[src/rtl/xps2_rx_pkg.sv]
// Shared definitions for the PS/2 receiver: bus width, register offsets, status bit map, FSM states.
// Optional feature macro: PS2_PARITY_CHK_EN (odd-parity checking of received frames).
`ifndef DATA_W
`define DATA_W 16
`endif

package xps2_rx_pkg;

    localparam int DATA_W = `DATA_W;

    localparam logic [31:0] PS2_BASE      = 32'h0000_4000;
    localparam logic        PS2_DATA_OFFS = 1'b0;
    localparam logic        PS2_STAT_OFFS = 1'b1;

    localparam int ST_EMPTY   = 0;
    localparam int ST_FULL    = 1;
    localparam int ST_OVERRUN = 2;
    localparam int ST_PARITY  = 3;
    localparam int ST_FRAME   = 4;
    localparam int ST_CNT_LSB = 8;

    typedef enum logic [1:0] {
        IDLE   = 2'd0,
        DATA   = 2'd1,
        PARITY = 2'd2,
        STOP   = 2'd3
    } ps2_state_e;

    // True when eight data bits plus the parity bit hold an odd number of ones.
    function automatic logic odd_parity_ok(input logic [7:0] data, input logic par);
        return ^{data, par};
    endfunction

endpackage

[src/rtl/xps2_rx_if.sv]
// Register-bus port of the PS/2 receiver: select, write enable, one-bit offset, write/read data.
interface xps2_rx_if;
    logic                 sel;
    logic                 we;
    logic                 addr;
    logic [`DATA_W-1:0]   data_in;
    logic [`DATA_W-1:0]   data_out;

    modport master (output sel, output we, output addr, output data_in, input data_out);
    modport slave  (input sel, input we, input addr, input data_in, output data_out);
endinterface

[src/rtl/xps2_fifo.sv]
// Synchronous byte FIFO; a push into a full FIFO is dropped unless a pop happens in the same cycle.
module xps2_fifo #(
    parameter int FIFO_DEPTH = 4
) (
    input  logic                          clk,
    input  logic                          rst,
    input  logic                          push,
    input  logic [7:0]                    push_data,
    input  logic                          pop,
    output logic [7:0]                    pop_data,
    output logic                          full,
    output logic                          empty,
    output logic [$clog2(FIFO_DEPTH):0]   count
);
    localparam int AW = $clog2(FIFO_DEPTH);
    localparam int CW = AW + 1;

    logic [7:0]    mem_r [FIFO_DEPTH];
    logic [AW-1:0] wr_ptr_r;
    logic [AW-1:0] rd_ptr_r;
    logic [CW-1:0] count_r;
    logic          do_push_s;
    logic          do_pop_s;

    always_comb begin
        do_pop_s  = pop & (count_r != CW'(0));
        do_push_s = push & ((count_r != CW'(FIFO_DEPTH)) | do_pop_s);
    end

    // Storage, pointers and occupancy.
    always_ff @(posedge clk) begin
        if (rst) begin
            wr_ptr_r <= AW'(0);
            rd_ptr_r <= AW'(0);
            count_r  <= CW'(0);
            for (int i = 0; i < FIFO_DEPTH; i++) begin
                mem_r[i] <= 8'h00;
            end
        end else begin
            if (do_push_s) begin
                mem_r[wr_ptr_r] <= push_data;
                wr_ptr_r        <= wr_ptr_r + AW'(1);
            end
            if (do_pop_s) begin
                rd_ptr_r <= rd_ptr_r + AW'(1);
            end
            case ({do_push_s, do_pop_s})
                2'b10:   count_r <= count_r + CW'(1);
                2'b01:   count_r <= count_r - CW'(1);
                default: count_r <= count_r;
            endcase
        end
    end

    assign pop_data = mem_r[rd_ptr_r];
    assign full     = (count_r == CW'(FIFO_DEPTH));
    assign empty    = (count_r == CW'(0));
    assign count    = count_r;
endmodule

[src/rtl/xps2_rx.sv]
// PS/2 device-to-host receiver with byte FIFO and DATA/STATUS register interface.
// Define PS2_PARITY_CHK_EN to discard frames with bad odd parity and report parity_err.
module xps2_rx
    import xps2_rx_pkg::*;
#(
    parameter int FIFO_DEPTH  = 4,
    parameter int TIMEOUT_CYC = 20000
) (
    input  logic       clk,
    input  logic       rst,
    input  logic       ps2_clk,
    input  logic       ps2_data,
    xps2_rx_if.slave   bus
);
    localparam int TW = $clog2(TIMEOUT_CYC + 1);
    localparam int CW = $clog2(FIFO_DEPTH) + 1;

    logic             clk_meta_r, clk_sync_r, clk_prev_r;
    logic             data_meta_r, data_sync_r;
    logic             fall_s;
    ps2_state_e       state_r, state_nxt_s;
    logic [2:0]       bit_cnt_r, bit_cnt_nxt_s;
    logic [7:0]       shift_r, shift_nxt_s;
    logic             parity_r, parity_nxt_s;
    logic [TW-1:0]    tmo_cnt_r, tmo_cnt_nxt_s;
    logic             timeout_s;
    logic             par_bad_s;
    logic             push_nxt_s, push_r;
    logic             set_fe_s, set_pe_s, set_ov_s;
    logic             overrun_r, parity_err_r, frame_err_r;
    logic             rd_data_s, rd_stat_s, wr_stat_s, pop_s;
    logic [2:0]       clr_s;
    logic [7:0]       head_s;
    logic             full_s, empty_s;
    logic [CW-1:0]    count_s;
    logic [DATA_W-1:0] stat_s;
    logic [DATA_W-1:0] data_out_r;

    // Two-flop synchronisers plus a history flop for falling-edge detection.
    always_ff @(posedge clk) begin
        if (rst) begin
            clk_meta_r  <= 1'b1;
            clk_sync_r  <= 1'b1;
            clk_prev_r  <= 1'b1;
            data_meta_r <= 1'b1;
            data_sync_r <= 1'b1;
        end else begin
            clk_meta_r  <= ps2_clk;
            clk_sync_r  <= clk_meta_r;
            clk_prev_r  <= clk_sync_r;
            data_meta_r <= ps2_data;
            data_sync_r <= data_meta_r;
        end
    end

    assign fall_s = clk_prev_r & ~clk_sync_r;

`ifdef PS2_PARITY_CHK_EN
    assign par_bad_s = ~odd_parity_ok(shift_r, parity_r);
`else
    logic unused_parity_s;
    assign unused_parity_s = parity_r;
    assign par_bad_s       = 1'b0;
`endif

    // Frame FSM state and datapath registers.
    always_ff @(posedge clk) begin
        if (rst) begin
            state_r   <= IDLE;
            bit_cnt_r <= 3'd0;
            shift_r   <= 8'h00;
            parity_r  <= 1'b0;
            tmo_cnt_r <= TW'(0);
            push_r    <= 1'b0;
        end else begin
            state_r   <= state_nxt_s;
            bit_cnt_r <= bit_cnt_nxt_s;
            shift_r   <= shift_nxt_s;
            parity_r  <= parity_nxt_s;
            tmo_cnt_r <= tmo_cnt_nxt_s;
            push_r    <= push_nxt_s;
        end
    end

    // Next-state logic: edge-driven frame walk with an inactivity abort.
    always_comb begin
        state_nxt_s   = state_r;
        bit_cnt_nxt_s = bit_cnt_r;
        shift_nxt_s   = shift_r;
        parity_nxt_s  = parity_r;
        push_nxt_s    = 1'b0;
        set_fe_s      = 1'b0;
        set_pe_s      = 1'b0;

        if ((state_r == IDLE) || fall_s) begin
            tmo_cnt_nxt_s = TW'(0);
        end else begin
            tmo_cnt_nxt_s = tmo_cnt_r + TW'(1);
        end
        timeout_s = (state_r != IDLE) && !fall_s && (tmo_cnt_r == TW'(TIMEOUT_CYC - 1));

        if (timeout_s) begin
            state_nxt_s   = IDLE;
            bit_cnt_nxt_s = 3'd0;
        end else if (fall_s) begin
            case (state_r)
                IDLE: begin
                    bit_cnt_nxt_s = 3'd0;
                    if (!data_sync_r) begin
                        state_nxt_s = DATA;
                    end else begin
                        state_nxt_s = IDLE;
                    end
                end
                DATA: begin
                    shift_nxt_s   = {data_sync_r, shift_r[7:1]};
                    bit_cnt_nxt_s = bit_cnt_r + 3'd1;
                    if (bit_cnt_r == 3'd7) begin
                        state_nxt_s = PARITY;
                    end else begin
                        state_nxt_s = DATA;
                    end
                end
                PARITY: begin
                    parity_nxt_s = data_sync_r;
                    state_nxt_s  = STOP;
                end
                STOP: begin
                    state_nxt_s = IDLE;
                    if (!data_sync_r) begin
                        set_fe_s = 1'b1;
                    end else if (par_bad_s) begin
                        set_pe_s = 1'b1;
                    end else begin
                        push_nxt_s = 1'b1;
                    end
                end
                default: begin
                    state_nxt_s   = IDLE;
                    bit_cnt_nxt_s = 3'd0;
                end
            endcase
        end else begin
            state_nxt_s = state_r;
        end
    end

    xps2_fifo #(.FIFO_DEPTH(FIFO_DEPTH)) u_fifo (
        .clk       (clk),
        .rst       (rst),
        .push      (push_r),
        .push_data (shift_r),
        .pop       (pop_s),
        .pop_data  (head_s),
        .full      (full_s),
        .empty     (empty_s),
        .count     (count_s)
    );

    // Bus decode and status word assembly.
    always_comb begin
        rd_data_s = bus.sel & ~bus.we & (bus.addr == PS2_DATA_OFFS);
        rd_stat_s = bus.sel & ~bus.we & (bus.addr == PS2_STAT_OFFS);
        wr_stat_s = bus.sel &  bus.we & (bus.addr == PS2_STAT_OFFS);
        pop_s     = rd_data_s & ~empty_s;
        set_ov_s  = push_r & full_s & ~pop_s;
        if (wr_stat_s) begin
            clr_s = bus.data_in[4:2];
        end else begin
            clr_s = 3'b000;
        end
        stat_s                          = '0;
        stat_s[ST_EMPTY]                = empty_s;
        stat_s[ST_FULL]                 = full_s;
        stat_s[ST_OVERRUN]              = overrun_r;
        stat_s[ST_PARITY]               = parity_err_r;
        stat_s[ST_FRAME]                = frame_err_r;
        stat_s[ST_CNT_LSB +: 8]         = 8'(count_s);
    end

    logic unused_bus_s;
    assign unused_bus_s = ^{bus.data_in[DATA_W-1:5], bus.data_in[1:0]};

    // Sticky error flags; a set in the same cycle as a clear wins.
    always_ff @(posedge clk) begin
        if (rst) begin
            overrun_r    <= 1'b0;
            parity_err_r <= 1'b0;
            frame_err_r  <= 1'b0;
        end else begin
            overrun_r    <= set_ov_s | (overrun_r    & ~clr_s[0]);
            parity_err_r <= set_pe_s | (parity_err_r & ~clr_s[1]);
            frame_err_r  <= set_fe_s | (frame_err_r  & ~clr_s[2]);
        end
    end

    // Registered read data, held between reads.
    always_ff @(posedge clk) begin
        if (rst) begin
            data_out_r <= '0;
        end else if (rd_data_s) begin
            if (empty_s) begin
                data_out_r <= '0;
            end else begin
                data_out_r <= DATA_W'({1'b1, head_s});
            end
        end else if (rd_stat_s) begin
            data_out_r <= stat_s;
        end else begin
            data_out_r <= data_out_r;
        end
    end

    assign bus.data_out = data_out_r;
endmodule
[src/flat_wrapper.sv]
// flat-port wrapper written by rule: the top's interface ports become plain ports
module xps2_rx_flat import xps2_rx_pkg::*;
#(
    parameter int FIFO_DEPTH  = 4,
    parameter int TIMEOUT_CYC = 20000
)
  (clk, rst, ps2_clk, ps2_data, bus_sel, bus_we, bus_addr, bus_data_in, bus_data_out);
  xps2_rx_if bus_i ();
  input  logic clk;
  input  logic rst;
  input  logic ps2_clk;
  input  logic ps2_data;
  input wire logic [$bits(bus_i.sel)-1:0] bus_sel;
  input wire logic [$bits(bus_i.we)-1:0] bus_we;
  input wire logic [$bits(bus_i.addr)-1:0] bus_addr;
  input wire logic [$bits(bus_i.data_in)-1:0] bus_data_in;
  output wire logic [$bits(bus_i.data_out)-1:0] bus_data_out;
  assign bus_i.sel = bus_sel;
  assign bus_i.we = bus_we;
  assign bus_i.addr = bus_addr;
  assign bus_i.data_in = bus_data_in;
  assign bus_data_out = bus_i.data_out;
  xps2_rx #(.FIFO_DEPTH(FIFO_DEPTH), .TIMEOUT_CYC(TIMEOUT_CYC)) u_core (.clk(clk), .rst(rst), .ps2_clk(ps2_clk), .ps2_data(ps2_data), .bus(bus_i));
endmodule
[config.mk]
export PLATFORM = sky130hd
export DESIGN_NAME = xps2_rx_flat
export DESIGN_NICKNAME = d
export VERILOG_FILES = /design/src/rtl/xps2_rx_pkg.sv /design/src/rtl/xps2_rx_if.sv /design/src/rtl/xps2_fifo.sv /design/src/rtl/xps2_rx.sv /design/src/flat_wrapper.sv
export SDC_FILE = /design/constraint.sdc
export NUM_CORES = 1
export LEC_CHECK = 0
export CELL_PAD_IN_SITES_DETAIL_PLACEMENT = 0
export CELL_PAD_IN_SITES_GLOBAL_PLACEMENT = 1
export CORE_MARGIN = 1.5
export CORE_UTILIZATION = 40
export CTS_BUF_LIST = sky130_fd_sc_hd__clkbuf_4
export CTS_CLUSTER_DIAMETER = 120
export DETAILED_ROUTE_END_ITERATION = 12
export PLACE_DENSITY_LB_ADDON = 0.1
export SKIP_CTS_REPAIR_TIMING = 1
export SYNTH_ARGS = -nofsm -noshare
export SYNTH_HDL_FRONTEND = slang
export SYNTH_SLANG_ARGS = --single-unit
export TNS_END_PERCENT = 10
[constraint.sdc]
create_clock -name clk -period 2.9 [get_ports clk]
set_clock_uncertainty 0.15 [all_clocks]
set_input_delay 0.435 -clock clk [delete_from_list [all_inputs] [get_ports clk]]
set_output_delay 0.435 -clock clk [all_outputs]
set_load 0.02 [all_outputs]
==> Word level (Yosys, flattened, before mapping) <==
Memory sizes are Yosys's and may differ from the RTL's. A register that Yosys moved wholly into a read port is not among the register bits.
Cells that the tools add are included.
{ "classes": {"n_addsub": 6, "multipliers": 0, "reduce_logical": 17, "eq_ne": 9, "n_lt_le_gt_ge": 0, "bitwise_logic": 28, "muxes": 24, "div_mod_pow": 0, "shift": 0} }
{ "ops": {"columns": ["op", "n"], "rows": [
  ["two-way mux 16 bit", 2],
  ["adder 15 x 1 -> 15 bit (second input constant)", 1],
  ["== test 15 bit (second input constant)", 1],
  ["bitwise AND 1 bit", 14],
  ["two-way mux 1 bit", 12],
  ["case mux 3 bit (2 select lines)", 2],
  ["inverter 1 bit", 11],
  ["two-way mux 9 bit", 1],
  ["two-way mux 2 bit", 4],
  ["two-way mux 8 bit", 1],
  ["case mux 2 bit (4 select lines)", 1],
  ["nonzero test 2 bit", 4],
  ["OR reduction 8 bit", 1],
  ["adder 3 x 1 -> 3 bit (second input constant)", 2],
  ["== test 2 bit (second input constant)", 3],
  ["== test 3 bit (second input constant)", 2],
  ["adder 2 x 1 -> 2 bit (second input constant)", 2],
  ["== test 2 x 1 -> 1 bit (second input constant)", 2],
  ["OR reduction 2 bit", 2],
  ["OR reduction 4 bit", 1],
  ["logical NOT 3 bit", 1],
  ["two-way mux 3 bit", 1],
  ["!= test 3 bit (second input constant)", 1],
  ["OR 1 bit", 3],
  ["other kinds (8)", 9]
]} }
{ "word_totals": {"register_bits": 60, "rom_bits": 0, "in_bits": 23, "mem_count": 1, "latchBits": 0, "ramBits": 32, "output_inout_bits": 16, "wordCells": 102} }
{ "mem_list": {"columns": ["name", "depth", "width", "read_ports", "rd_ports_with_merged_regs", "wr", "line_no", "text"], "rows": [
  ["u_core.u_fifo.mem_r", 4, 8, 1, 1, 4, "xps2_fifo.sv:18", "logic [7:0] mem_r [FIFO_DEPTH];"]
]} }

==> Depth between registers and ports, before layout <==
{ "depth": {"ltp_word": 12, "mapped_depth": 9, "ltp_nobuf": 8} }

==> By module <==
Synthesis repeated with hierarchy kept, for this count alone.
{ "hier_totals": {"cells_unflattened": 350, "area_unflattened_um2": 3877.5} }
{ "modules_own_cells": {"columns": ["mod", "instances", "seq_area_each_um2", "cells_each", "area_each_um2"], "rows": [
  ["xps2_rx", 1, 960.9, 219, 2000.7],
  ["xps2_fifo", 1, 1141.1, 131, 1876.8]
]} }

==> Worst setup path before layout <==
Ideal clock, no wire load.
{ "synth_path": {"kind": "flip-flop to flip-flop", "start": "register u_core.u_fifo.count_r[2] (netlist: u_core.u_fifo.count[2])", "end": "register u_core.u_fifo.count_r[2] (netlist: u_core.u_fifo.count[2])", "path_slack_ns": 0.528, "t_arrival_ns": 2.151, "path_stages_with_launch": 9, "required_time_ns": 2.679, "period_less_slack_ns": 2.372, "setup_ns": 0.071, "n_path_buf": 0, "cell_sequence": "dfxtp_1 or3b_1 o21ai_4 ha_1 inv_1 fa_1 xor2_1 or3_1 a21oi_1"} }
{ "synth_via": {"elab_chain_cells": 8, "elab_cells_between_ends": 14, "classes_between": "2 x add/sub; 3 x eq/ne; 1 x mux; 5 x bitwise; 3 x reduce/logical"} }
{ "synth_lines": {"columns": ["item", "line_no", "text"], "rows": [
  ["start: declaration", "xps2_fifo.sv:21", "logic [CW-1:0] count_r;"],
  ["start signal: assignment", "xps2_fifo.sv:48", "2'b10: count_r <= count_r + CW'(1);"],
  ["start signal: assignment", "xps2_fifo.sv:49", "2'b01: count_r <= count_r - CW'(1);"],
  ["start signal: assignment", "xps2_fifo.sv:50", "default: count_r <= count_r;"],
  ["logical NOT 3 bit", "xps2_fifo.sv:57", "assign empty = (count_r == CW'(0));"],
  ["inverter 1 bit", "xps2_rx.sv:165", "pop_s = rd_data_s & ~empty_s;"],
  ["bitwise AND 1 bit", "xps2_rx.sv:165", null],
  ["bitwise AND 1 bit", "xps2_fifo.sv:26", "do_pop_s = pop & (count_r != CW'(0));"],
  ["OR 1 bit", "xps2_fifo.sv:27", "do_push_s = push & ((count_r != CW'(FIFO_DEPTH)) | do_pop_s);"],
  ["bitwise AND 1 bit", "xps2_fifo.sv:27", null],
  ["== test 2 x 1 -> 1 bit / == test 2 bit (equally long branches)", "xps2_fifo.sv:47", "case ({do_push_s, do_pop_s})"],
  ["case mux 3 bit (2 select lines) / nonzero test 2 bit (equally long branches)", null, null]
]} }
Parallel ways exist; a longest one is shown, timed or not.
A chain may end at the register's enable or synchronous reset.

==> Worst setup path after layout <==
Ends and elaborated chain as after synthesis.

==> metrics.log <==
[metrics] Final Hold Viols: 0
[metrics] wire per inst: 14.6 µm
[metrics] GP Congestion: between 0.7 and 0.8
[metrics] starting utilization of the core area: 40.8%
[metrics] layout filler cell count: 858
[metrics] aggregate global routing overflow: 0
[metrics] Detailed Place HPWL: 4880 µm
[metrics] worst-path fanout max: 5
[metrics] most common cell after layout, fill and taps aside: sky130_fd_sc_hd__dfxtp_1
[metrics] post-synth top area share: a little under a third
[metrics] std cell rows: 35
[metrics] io pins: 39
[metrics] number of gates on the worst path with buffers counted: 8
[metrics] WS Path Type: flop to flop
[metrics] number of buffers created by CTS: 9
[metrics] total core area: ~9200 µm²
[metrics] combinational share of power: 4.2%
[metrics] crit-path leading delay family: simple AND/OR/NAND/NOR gates
[metrics] total internal power: around 1.6 mW
[metrics] Global Route met2 Usage: 24.0%
[metrics] switching part of the total: 22.6%
[metrics] depth of the CTS H-tree: 3
[metrics] number of sinks driven by the clock tree: 89
[metrics] later-pin clock latency in the skew report: 0.44 ns
[metrics] FF-to-FF path depth: 8
[metrics] total of buffers placed on input and output ports: 20
[metrics] Sequential Power Share: 63.7%
[metrics] layer carrying the most global-route usage: met2
[metrics] register clock-pin slew on the reported worst setup and hold paths: 0.13 ns
[metrics] worst slew pin tran: 0.615 ns
[metrics] antenna violations before repair: 0
[metrics] via density per instance: 4.94
[metrics] clock tree from TritonCTS: built
[metrics] Clk Tree Root Cell: sky130_fd_sc_hd__clkbuf_4
[metrics] power per unit of standard cell area: 487 nW/µm²
[metrics] Critical Path Max Stage Delay: 0.45 ns
[metrics] data required time at the worst endpoint: roughly 3.1 ns
[metrics] final critical-path share of the clock period: a little over four fifths
[metrics] library cell with the largest summed area after synthesis: sky130_fd_sc_hd__dfxtp_1
[metrics] height of the die: 99.6 µm
[metrics] flops & latches, synth: between 80 and 90
[metrics] final total negative setup slack: 0 ns
[metrics] Mapped Area: between 3000 and 4000 µm²
[metrics] Total GRT Usage: 15.5%
[metrics] drt first-iter violations: 83
[metrics] slowest stage cell, crit path: sky130_fd_sc_hd__or3b_1
[metrics] via count of the first global-routing pass: 2288
[metrics] highest clock rate: about 0.41 GHz
[metrics] largest net degree at the start of global routing: 17
[metrics] ys async rst share: 0%
[metrics] instance count of the mapped netlist: 330
[metrics] fraction of layout instances using a drive strength above 1: 13.9%
[metrics] total die area: 9930 µm²
[metrics] antenna-violating nets left: 0
[metrics] category of the worst setup path launch point: flop
[metrics] synth unique cells: 47
[metrics] met1 Usage GRT: 21.4%
[metrics] Critical Path AT: between 2 and 3 ns
[metrics] shortest clock period the worst path allows after layout: 2.46 ns
[metrics] area of the multi-input gates: 1530 µm²
[metrics] critical path buffer and inverter count: 1
[metrics] post-synthesis area per instance: approximately 11 µm²
[metrics] count of flip-flops with a built-in enable after synthesis: 32
[metrics] leading post-synthesis cells by cell area: sky130_fd_sc_hd__dfxtp_1 (31%), sky130_fd_sc_hd__edfxtp_1 (26%), sky130_fd_sc_hd__and2_1 (5.5%), sky130_fd_sc_hd__mux4_2 (4.8%), sky130_fd_sc_hd__nor2_1 (4.2%)
[metrics] worst hold path type: flop to flop
[metrics] synth-to-layout area growth: 14.3%
[metrics] setup violators final: 0
[metrics] number of max-cap violations: 0
[metrics] GRT met3 Usage: 2.81%
[metrics] via total after detailed routing: 2393
[metrics] max-slew violation count: 0
[metrics] main flop type after synthesis: sky130_fd_sc_hd__dfxtp_1
[metrics] number of nets in the layout: 396
[metrics] RSZ-0062 raised after global routing: no
[metrics] die extent in x: 99.6 µm
[metrics] cells traversed along the worst timing path: or3b_1 > o21ai_4 > ha_1 > inv_1 > fa_1 > xor2_1 > or3_1 > a21oi_1
[metrics] Hold Path Depth: 1
[metrics] static power due to leakage: roughly 1.5 nW
[metrics] first-pass GRT wire length: 11700 µm
[metrics] number of antenna diodes: 0
[metrics] most frequent cells in the layout: sky130_fd_sc_hd__dfxtp_1 (57), sky130_fd_sc_hd__nor2_1 (42), sky130_fd_sc_hd__and2_1 (33), sky130_fd_sc_hd__edfxtp_1 (32), sky130_fd_sc_hd__clkdlybuf4s50_1 (20)
[metrics] remaining design rule violation count: 0
[metrics] Clk pwr share: ~32%
[metrics] dpl ws: 0.146 ns
[metrics] Reg area: around 2100 µm²
[metrics] outcome: finished clean
[metrics] worst-case setup margin in the final layout: ~0.44 ns
[metrics] headroom to the max-slew limit: about 60%
[metrics] DR pass1 iterations: 4
[metrics] net switching component of the power: 470 µW
[metrics] register area share after synthesis: ~56%
[metrics] type of destination of the critical path: flop
[metrics] warning count from the yosys run: 0
[metrics] maximum buffer depth of the clock tree: 2
[metrics] detailed-route wire length: 7060 µm
[metrics] Worst IR Drop VDD: 0.227 mV
==> through the flow <==
step	hold WS (ns)	area [µm²]	power [mW]	std cells	utilization (%)
2_1_floorplan	0.239	3750	1.40	334	-
3_3_place_gp	0.245	4140	1.44	468	45.2
3_5_place_dp	0.256	4140	1.44	468	45.2
4_1_cts	0.284	4270	2.11	484	46.7
5_1_grt	0.296	4270	2.18	484	46.7
6_report	0.278	4270	2.08	484	46.7
==> per-layer routing <==
metal / vias up / wire length (µm)
met4: 0 / 67
met3: 7 / 258
met2: 40 / 3290
met1: 1122 / 3450
li1: 1224 / -
met5: - / 0
==> synth_stat cells (7+ instances only) <==
cell and n:
sky130_fd_sc_hd__xor2_1 13, sky130_fd_sc_hd__nand3_1 9, sky130_fd_sc_hd__o21ai_0 10, sky130_fd_sc_hd__mux4_2 8, sky130_fd_sc_hd__clkbuf_1 7, sky130_fd_sc_hd__edfxtp_1 32, sky130_fd_sc_hd__inv_1 11, sky130_fd_sc_hd__nor2_1 42
sky130_fd_sc_hd__a21oi_1 12, sky130_fd_sc_hd__dfxtp_1 57, sky130_fd_sc_hd__nand2_1 11, sky130_fd_sc_hd__mux2i_1 8, sky130_fd_sc_hd__and2_1 33
==> flip-flops by register name, indices dropped and copies added (netlist names), named ones only <==
name and count:
u_core.bus.data_out 11, u_core.shift_r 8, u_core.clk_prev_r 1, u_core.u_fifo.wr_ptr_r 2, u_core.push_r 1, u_core.data_meta_r 1
u_core.tmo_cnt_r 15, u_core.state_r 1, u_core.data_sync_r 1, u_core.bit_cnt_r 3, u_core.frame_err_r 1, u_core.overrun_r 1
u_core.clk_sync_r 1, u_core.u_fifo.mem_r 32, u_core.u_fifo.rd_ptr_r 2, u_core.parity_err_r 1, u_core.clk_meta_r 1, u_core.u_fifo.count 3
==> layout make-up <==
class	instances	share of cell area [%]
clock buffer	9	1.58
clock inverter	7	1.44
inverter	11	0.967
multi-input combinational	220	35.9
sequential	89	49.2
tap	111	3.25
timing repair buffer	37	7.68
==> cells by family (layout without fill, tap and decap cells) <==
| kind of cell | count (synthesis) | in the layout | share of synthesized area [%] |
|---|---|---|---|
| mux | 16 | 16 | 6.97 |
| other cells | 1 | 5 | 0.100 |
| xor+xnor | 18 | 18 | 4.22 |
| buf+inv | 25 | 64 | 3.15 |
| simple gates | 139 | 139 | 20.8 |
| compound gates | 37 | 37 | 6.60 |
| flops | 89 | 89 | 56.3 |
| fa+ha+maj | 5 | 5 | 1.88 |
==> power by group through the flow <==
stage / clock (mW) / combinational, mW / sequential [mW]
global route: 0.750 / 0.0966 / 1.33
global placement: 0 / 0.0891 / 1.35
finish: 0.666 / 0.0883 / 1.33
detailed placement: 0 / 0.0890 / 1.35
CTS: 0.690 / 0.0893 / 1.33
floorplan: 0 / 0.0503 / 1.35
==> final timing paths <==
check	start	to	slack [ns]
worst min-delay path	u_core.clk_meta_r$_SDFF_PP1_	u_core.clk_sync_r$_SDFF_PP1_	0.28
worst min register to register	u_core.clk_meta_r$_SDFF_PP1_	u_core.clk_sync_r$_SDFF_PP1_	0.28
worst max-delay path	u_core.u_fifo.count[2]$_SDFFE_PP0P_	u_core.u_fifo.count[2]$_SDFFE_PP0P_	0.44
worst max register to register	u_core.u_fifo.count[2]$_SDFFE_PP0P_	u_core.u_fifo.count[2]$_SDFFE_PP0P_	0.44
Note: power is estimated with default switching activity, not from simulation.
